$ cat config.mk
export PLATFORM = sky130hd
export DESIGN_NAME = axil_arbiter_wr
export DESIGN_NICKNAME = d
export VERILOG_FILES = /design/src/rtl/axil_arbiter_wr.sv
export SDC_FILE = /design/constraint.sdc
export NUM_CORES = 1
export LEC_CHECK = 0
export BUFFER_PORTS_ARGS = -buffer_cell sky130_fd_sc_hd__buf_2
export CORE_MARGIN = 10
export CORE_UTILIZATION = 30
export CTS_CLUSTER_SIZE = 8
export DETAILED_ROUTE_END_ITERATION = 10
export PLACE_DENSITY = 0.64
export SLEW_MARGIN = 20
export SYNTH_ARGS = -nofsm -noshare
export SYNTH_HDL_FRONTEND = slang
export SYNTH_SLANG_ARGS = --single-unit
export TNS_END_PERCENT = 30
$ cat constraint.sdc
create_clock -name aclk -period 3.3 [get_ports aclk]
set_input_delay 0.165 -clock aclk [delete_from_list [all_inputs] [get_ports aclk]]
set_output_delay 0.165 -clock aclk [all_outputs]
set_load 0.01 [all_outputs]
$ cat src/rtl/axil_arbiter_wr.sv
// Round-robin write-channel arbiter: one master owns the AXI-Lite write path from AW+W request to B handshake.
// Optional BUSY watchdog enabled by defining AXIL_ARB_WR_TIMEOUT_EN.
module axil_arbiter_wr #(
   parameter int NUMBER_MASTER  = 4,
   parameter int IDX_WIDTH      = $clog2(NUMBER_MASTER),
   parameter int TIMEOUT_CYCLES = 1024
) (
   input  logic                     aclk,
   input  logic                     aresetn,
   input  logic [NUMBER_MASTER-1:0] m_axil_awvalid,
   input  logic [NUMBER_MASTER-1:0] m_axil_wvalid,
   input  logic [NUMBER_MASTER-1:0] m_axil_bready,
   input  logic                     s_axil_bvalid,
   output logic [NUMBER_MASTER-1:0] grant,
   output logic [IDX_WIDTH-1:0]     grant_idx,
   output logic                     grant_valid,
   output logic                     timeout_err
);

   typedef enum logic {IDLE, BUSY} state_t;

   if (NUMBER_MASTER < 2 || TIMEOUT_CYCLES < 2) begin : g_bad_param
      $error("axil_arbiter_wr: NUMBER_MASTER and TIMEOUT_CYCLES must be >= 2");
   end

   state_t                   state_q;
   logic [NUMBER_MASTER-1:0] grant_q;
   logic [IDX_WIDTH-1:0]     grant_idx_q;
   logic                     grant_valid_q;
   logic [IDX_WIDTH-1:0]     ptr_q;

   logic [NUMBER_MASTER-1:0] req;
   logic [IDX_WIDTH-1:0]     sel_idx;
   logic                     sel_found;
   logic [IDX_WIDTH-1:0]     ptr_d;
   logic                     b_release;

   assign req       = m_axil_awvalid & m_axil_wvalid;
   assign b_release = s_axil_bvalid && m_axil_bready[grant_idx_q];
   assign ptr_d     = (int'(grant_idx_q) == NUMBER_MASTER - 1) ? '0 : grant_idx_q + 1'b1;

   // Search starts at ptr and wraps, so the first hit is the round-robin winner.
   always_comb begin
      int idx;
      idx       = 0;
      sel_idx   = '0;
      sel_found = 1'b0;
      for (int k = 0; k < NUMBER_MASTER; k++) begin
         idx = int'(ptr_q) + k;
         if (idx >= NUMBER_MASTER) idx = idx - NUMBER_MASTER;
         if (!sel_found && req[idx]) begin
            sel_found = 1'b1;
            sel_idx   = IDX_WIDTH'(idx);
         end
      end
   end

`ifdef AXIL_ARB_WR_TIMEOUT_EN
   localparam int CNT_W = $clog2(TIMEOUT_CYCLES + 1);
   logic [CNT_W-1:0] cnt_q;
   logic             timeout_err_q;
   assign timeout_err = timeout_err_q;
`else
   assign timeout_err = 1'b0;
`endif

   always_ff @(posedge aclk) begin
      if (!aresetn) begin
         state_q       <= IDLE;
         grant_q       <= '0;
         grant_idx_q   <= '0;
         grant_valid_q <= 1'b0;
         ptr_q         <= '0;
`ifdef AXIL_ARB_WR_TIMEOUT_EN
         cnt_q         <= '0;
         timeout_err_q <= 1'b0;
`endif
      end else begin
`ifdef AXIL_ARB_WR_TIMEOUT_EN
         timeout_err_q <= 1'b0;
`endif
         case (state_q)
            IDLE: begin
               if (sel_found) begin
                  state_q       <= BUSY;
                  grant_q       <= NUMBER_MASTER'(1) << sel_idx;
                  grant_idx_q   <= sel_idx;
                  grant_valid_q <= 1'b1;
`ifdef AXIL_ARB_WR_TIMEOUT_EN
                  cnt_q         <= '0;
`endif
               end
            end
            BUSY: begin
               if (b_release) begin
                  state_q       <= IDLE;
                  grant_q       <= '0;
                  grant_valid_q <= 1'b0;
                  ptr_q         <= ptr_d;
`ifdef AXIL_ARB_WR_TIMEOUT_EN
               end else if (cnt_q == CNT_W'(TIMEOUT_CYCLES - 1)) begin
                  // Forced release behaves like a B handshake, plus the error pulse.
                  state_q       <= IDLE;
                  grant_q       <= '0;
                  grant_valid_q <= 1'b0;
                  ptr_q         <= ptr_d;
                  timeout_err_q <= 1'b1;
               end else begin
                  cnt_q <= cnt_q + 1'b1;
`endif
               end
            end
            default: state_q <= IDLE;
         endcase
      end
   end

   assign grant       = grant_q;
   assign grant_idx   = grant_idx_q;
   assign grant_valid = grant_valid_q;

endmodule

# After elaboration in Yosys (flattened, before gate mapping)
# Index checks and enable logic that the tools add are counted.
dict set report op_classes {
  add_sub_neg 8
  order_cmp 9
  eq_ne 3
  shift 1
  muxes 36
  n_bitwise 2
  n_reduce_logical 10
}
# cell count
set op_table {}
lappend op_table {{$lt A32 B4 Y1 const B} 4}
lappend op_table {{$mux W32} 4}
lappend op_table {{$mux W1} 17}
lappend op_table {{$sub A3 B3 Y4 const B} 3}
lappend op_table {{$bmux W1 S2} 5}
lappend op_table {{$mux W2} 5}
lappend op_table {{$ge A3 B3 Y1 const B} 3}
lappend op_table {{$mux W4} 2}
lappend op_table {{$pmux W4 S2} 1}
lappend op_table {{$add A2 B2 Y3 const B} 2}
lappend op_table {{$reduce_and A2 Y1} 3}
lappend op_table {{$and A4 B4 Y4} 1}
lappend op_table {{$logic_and A1 B1 Y1} 4}
lappend op_table {{$pmux W1 S2} 2}
lappend op_table {{$shl A1 B2 Y4 const A} 1}
lappend op_table {{$sub A2 B3 Y4 const B} 1}
lappend op_table {{$add A2 B1 Y3 const B} 1}
lappend op_table {{$ge A2 B3 Y1 const B} 1}
lappend op_table {{$logic_not A1 Y1} 3}
lappend op_table {{$lt A2 B3 Y1 const B} 1}
lappend op_table {{$add A2 B1 Y2 const B} 1}
lappend op_table {{$eq A2 B1 Y1 const B} 1}
lappend op_table {{$ne A2 B1 Y1 const B} 1}
lappend op_table {{$ne A2 B2 Y1 const B} 1}
lappend op_table {{$not A1 Y1} 1}
dict set report word_totals {
  regBits 10
  inputBits 15
  output_inout_bits 8
  wordCells 74
}

# Longest topological paths before layout
dict set report depth {
  word_depth 18
  ltp_mapped 4
  ltp_nobuf 4
}

# Worst setup path after synthesis
# OpenSTA, ideal clock, no wires.
dict set report synth_path {
  path_type {flip-flop to flip-flop}
  start {reg grant_idx_q[0], in the netlist grant_idx[0]}
  end {reg ptr_q[0]}
  setup_time_ps 70
  arrival_time_ps 1343
  required_ps 3230
  slack_ps 1887
  path_stages_with_launch 5
  n_path_buf 0
  synth_period_minus_slack_ps 1413
  path_cell_list {dfxtp_1 -> mux2i_1 -> a21o_1 -> or4_1 -> a21oi_1}
}
dict set report synth_via {
  elab_chain_len 4
  word_cells_on_any_way 7
  classes_between {add/sub: 1; eq/ne: 1; mux: 3; reduce/logical: 2}
}
# item line_no
set synth_rtl {}
lappend synth_rtl {{start: declaration} 28} ;# logic [IDX_WIDTH-1:0] grant_idx_q;
lappend synth_rtl {{start signal: assignment} 87} ;# grant_idx_q <= sel_idx;
lappend synth_rtl {{$bmux W1 S2} 39} ;# assign b_release = s_axil_bvalid && m_axil_bready[grant_idx_q];
lappend synth_rtl {{$mux W1 (not written as such)} 39}
lappend synth_rtl {{$logic_and A1 B1 Y1} 39}
lappend synth_rtl {{$reduce_and A2 Y1 (no source line)} n/a}
lappend synth_rtl {{end signal: assignment} 99} ;# ptr_q <= ptr_d;
lappend synth_rtl {{end: declaration} 30} ;# logic [IDX_WIDTH-1:0] ptr_q;
# Several ways; a longest one is shown, not always the timed one. The select of a mux whose other input is x is not followed.
# A chain may end at the register's enable or synchronous reset.

# Worst setup path after layout
dict set report layout_path {
  start {reg grant_idx_q[0], in the netlist grant_idx[0]}
  end {reg grant_q[1], in the netlist grant[1]}
}
dict set report layout_via {
  elab_chain_len 5
}
# item line_no
set layout_rtl {}
lappend layout_rtl {{$bmux W1 S2} 39}
lappend layout_rtl {{$mux W1 (not written as such)} 39}
lappend layout_rtl {{$logic_and A1 B1 Y1} 39}
lappend layout_rtl {{$ne A2 B1 Y1 (no source line)} n/a}
lappend layout_rtl {{$reduce_and A2 Y1 (no source line)} n/a}
lappend layout_rtl {{end signal: assignment} 86} ;# grant_q <= NUMBER_MASTER'(1) << sel_idx;
lappend layout_rtl {{end: declaration} 27} ;# logic [NUMBER_MASTER-1:0] grant_q;
# Every way passes these cells. The select of a mux whose other input is x is not followed.

==> results.md <==
* Post-synthesis sequential area ratio at between 30% and 40%
* Global route hottest layer: met2
* Sink Count at 10
* Vias at 591
* Via/cell ratio at 5.18
* Cell area after synthesis at 548 sq um
* Pre-CTS setup slack at 1700 ps
* Remaining DRCs at 0
* Final setup viols at 0
* Final Max Slew Viols at 0
* CP top delay family: compound AO/OA/AOI/OAI gates
* Cts hold-fix bufs at 0
* Crit Path Category: register to register
* # resized after CTS at 0
* Post-DP HPWL at 1210 microns
* Post-synthesis register bit count at 10
* First-pass GRT wire length at between 2000 and 2500 microns
* Max cap viols at 0
* GR Overflow Total at 0
* Antenna Cells at 0
* Tot GR Track Use at 7.42%
* Synth warn at 0
* TritonCTS clock tree: built
* PortBufs at 21
* Placer Congestion at 0.730
* Met3 usage at 2.33%
* Mapped Nets at 82
* Slowest-stage cell, CP: a211oi_1
* DIE AREA at 0.00394 sq mm
* Maximum vdd drop at approximately 270 uV
* Startpoint Class: register
* IO Count at 23
* Initial core utilization at 31.7%
* Critical Path Max Stage Delay at between 400 and 500 ps
* Met2 Use GR at 11.3%
* Status: finished, final reports clean
* Rel. slew slack at 65.2%
* Clk buf depth at 2
* Largest fanout on the critical path at 7
* Die X at around 63 microns
* Post-CTS setup repair buffer count at 0
* Tmin final at 1600 ps
* DRT iter0 DRCs at 26
* Met1 GRT Util at 8.66%
* Setup ws final at 1700 ps
* Wire per inst at roughly 13 microns
* Post-DRT Antenna Nets at 0
* H-tree levels at 1
* Worst hold slack at 204 ps
* Later-pin clock latency in the skew report at 260 ps
* Crit end category: register
* DRT Pass-1 Iters at 4
* Slew @ Worst Pin at 518 ps
* Core Area at 0.00173 sq mm
* Cells along the critical path: and2b_2 -> a211oi_1 -> nor2_1 -> o32ai_1
* Layout cells sized above 1 at a little under a third
* Total Power at 314 uW
* RSZ-0062 raised after global routing: no
* Setup TNS at 0 ps
* Crit path DAT at 1760 ps
* Routed WL at about 1500 microns
* Largest net degree at the start of global routing at 9
* Total CTS buffers at 3
* LEAKAGE at just over 0.0003 uW
* Layout overhead on the synthesized area at 29.5%
* Unique cell type count in the Yosys netlist at 31
* Final hold vios at 0
* Synth Instances at 66
* Clock skew at 2.30 ps
* Mean post-synth cell area at 8.30 sq um
* FMAX at between 0.6 and 0.7 GHz
* Min-Delay Path Class: input pin to register
* Final period util at 48.5%
* Initial antenna violation count at 0
* Data required, critical path at 3460 ps
* CP bufs+invs at 0
* PwrDens at 443 mW/mm^2
* CTS root buf: clkbuf_4
* Vias in the first global route at 530
* Clock transition at path regs at 70 ps
* Final net count at 106
* Row cnt at 15
* Die height at ~63 microns
-- report_power, final --
part	switching, uW	internal (uW)	leakage, uW	total (uW)
Clock	41.4	67.0	0.0000210	108
Sequential	8.59	130	0.0000820	139
Combinational	37.2	29.8	0.000207	67.0
-- through the flow --
step	instances	utilization [%]	instance area (sq um)
4_1_cts	114	41.1	709
5_1_grt	114	41.1	709
3_5_place_dp	110	39.0	673
6_report	114	41.1	709
2_1_floorplan	66	-	548
3_3_place_gp	110	39.0	673
-- flip-flops by register name (all words and copies together), names as in the netlist --
register	cells
grant	4
grant_idx	2
grant_valid	1
ptr_q	2
state_q	1
-- path summary, 6_finish.rpt --
path / start / endpoint / slack, ps / cells past startpoint
max: grant_idx[0]$_SDFFE_PN0P_ / grant[1]$_SDFFE_PN0P_ / 1700 / 4
min: aresetn / grant_idx[1]$_SDFFE_PN0P_ / 200 / 2
max reg2reg: grant_idx[0]$_SDFFE_PN0P_ / grant[1]$_SDFFE_PN0P_ / 1700 / 4
min reg2reg: grant[2]$_SDFFE_PN0P_ / grant[2]$_SDFFE_PN0P_ / 480 / 2
-- worst register-to-register path, stage by stage, from the launching register on --
cell      delay, ps
dfxtp_1         430
and2b_2         250
a211oi_1        460
nor2_1          200
o32ai_1         160
-- synth_stat cells, drive strengths merged --
library cell	number	area [sq um]
o31a	1	8.76
a21oi	5	25.0
buf	2	11.3
nand4	2	12.5
dfxtp	10	200
or4	1	7.51
a211oi	2	15.0
and3	1	6.26
and2b	1	8.76
nand2b	1	6.26
nand3	6	30.0
nor2b	1	6.26
a31oi	1	6.26
nor2	2	7.51
o21ai	6	30.0
o32ai	4	35.0
a21o	2	15.0
a31o	1	8.76
nand4b	1	8.76
or3b	1	8.76
a21boi	1	7.51
ha	1	12.5
mux2i	1	10.0
and3b	1	8.76
and2	1	6.26
inv	1	3.75
conb	1	3.75
a22oi	1	7.51
o21a	1	7.51
nand2	6	22.5
-- cells in the final DEF, fill, tap and decap left out --
cell	n
buf_2	21
dfxtp_1	10
nand2_1	6
o21ai_0	6
nand3_1	6
a21oi_1	5
o32ai_1	4
clkbuf_4	3
a21o_1	2
a211oi_1	2
nand4_1	2
nor2_1	2
a22oi_1	1
a31o_2	1
mux2i_1	1
and2b_2	1
inv_1	1
or3b_2	1
or4_1	1
nand4b_1	1
o31a_1	1
and3b_1	1
a21boi_0	1
and3_1	1
nor2b_1	1
nand2b_1	1
a31oi_1	1
and2_1	1
o21a_1	1
ha_1	1
conb_1	1
clkbuf_8	1
-- metal layers --
| layer | wire (microns) | vias to the layer above | part of all wire, % |
|---|---|---|---|
| met2 | 669 | 26 | 45 |
| met1 | 709 | 264 | 47 |
| li1 | - | 297 | - |
| met5 | 0 | - | 0 |
| met4 | 39 | 0 | 2.6 |
| met3 | 75 | 4 | 5.0 |
-- kinds of logic (layout without fill, tap and decap cells) --
group           Yosys count  count (layout)  synth area share, %
compound gates           25              25                 30.4
fa+ha+maj                 1               1                 2.28
buf+inv                   3              26                 2.74
flops                    10              10                 36.5
mux                       1               1                 1.83
other cells               1               1                0.684
simple gates             25              25                 25.6
-- final cells by class --
class / count / area, sq um
Sequential cell: 10 / 200
Clock buffer: 4 / 36.3
Multi-Input combinational cell: 53 / 333
Timing Repair Buffer: 21 / 105
Inverter: 1 / 3.75
Tap cell: 25 / 31.3
Fill cell: 204 / 1020
No activity file was read; power rests on OpenSTA's default activity.
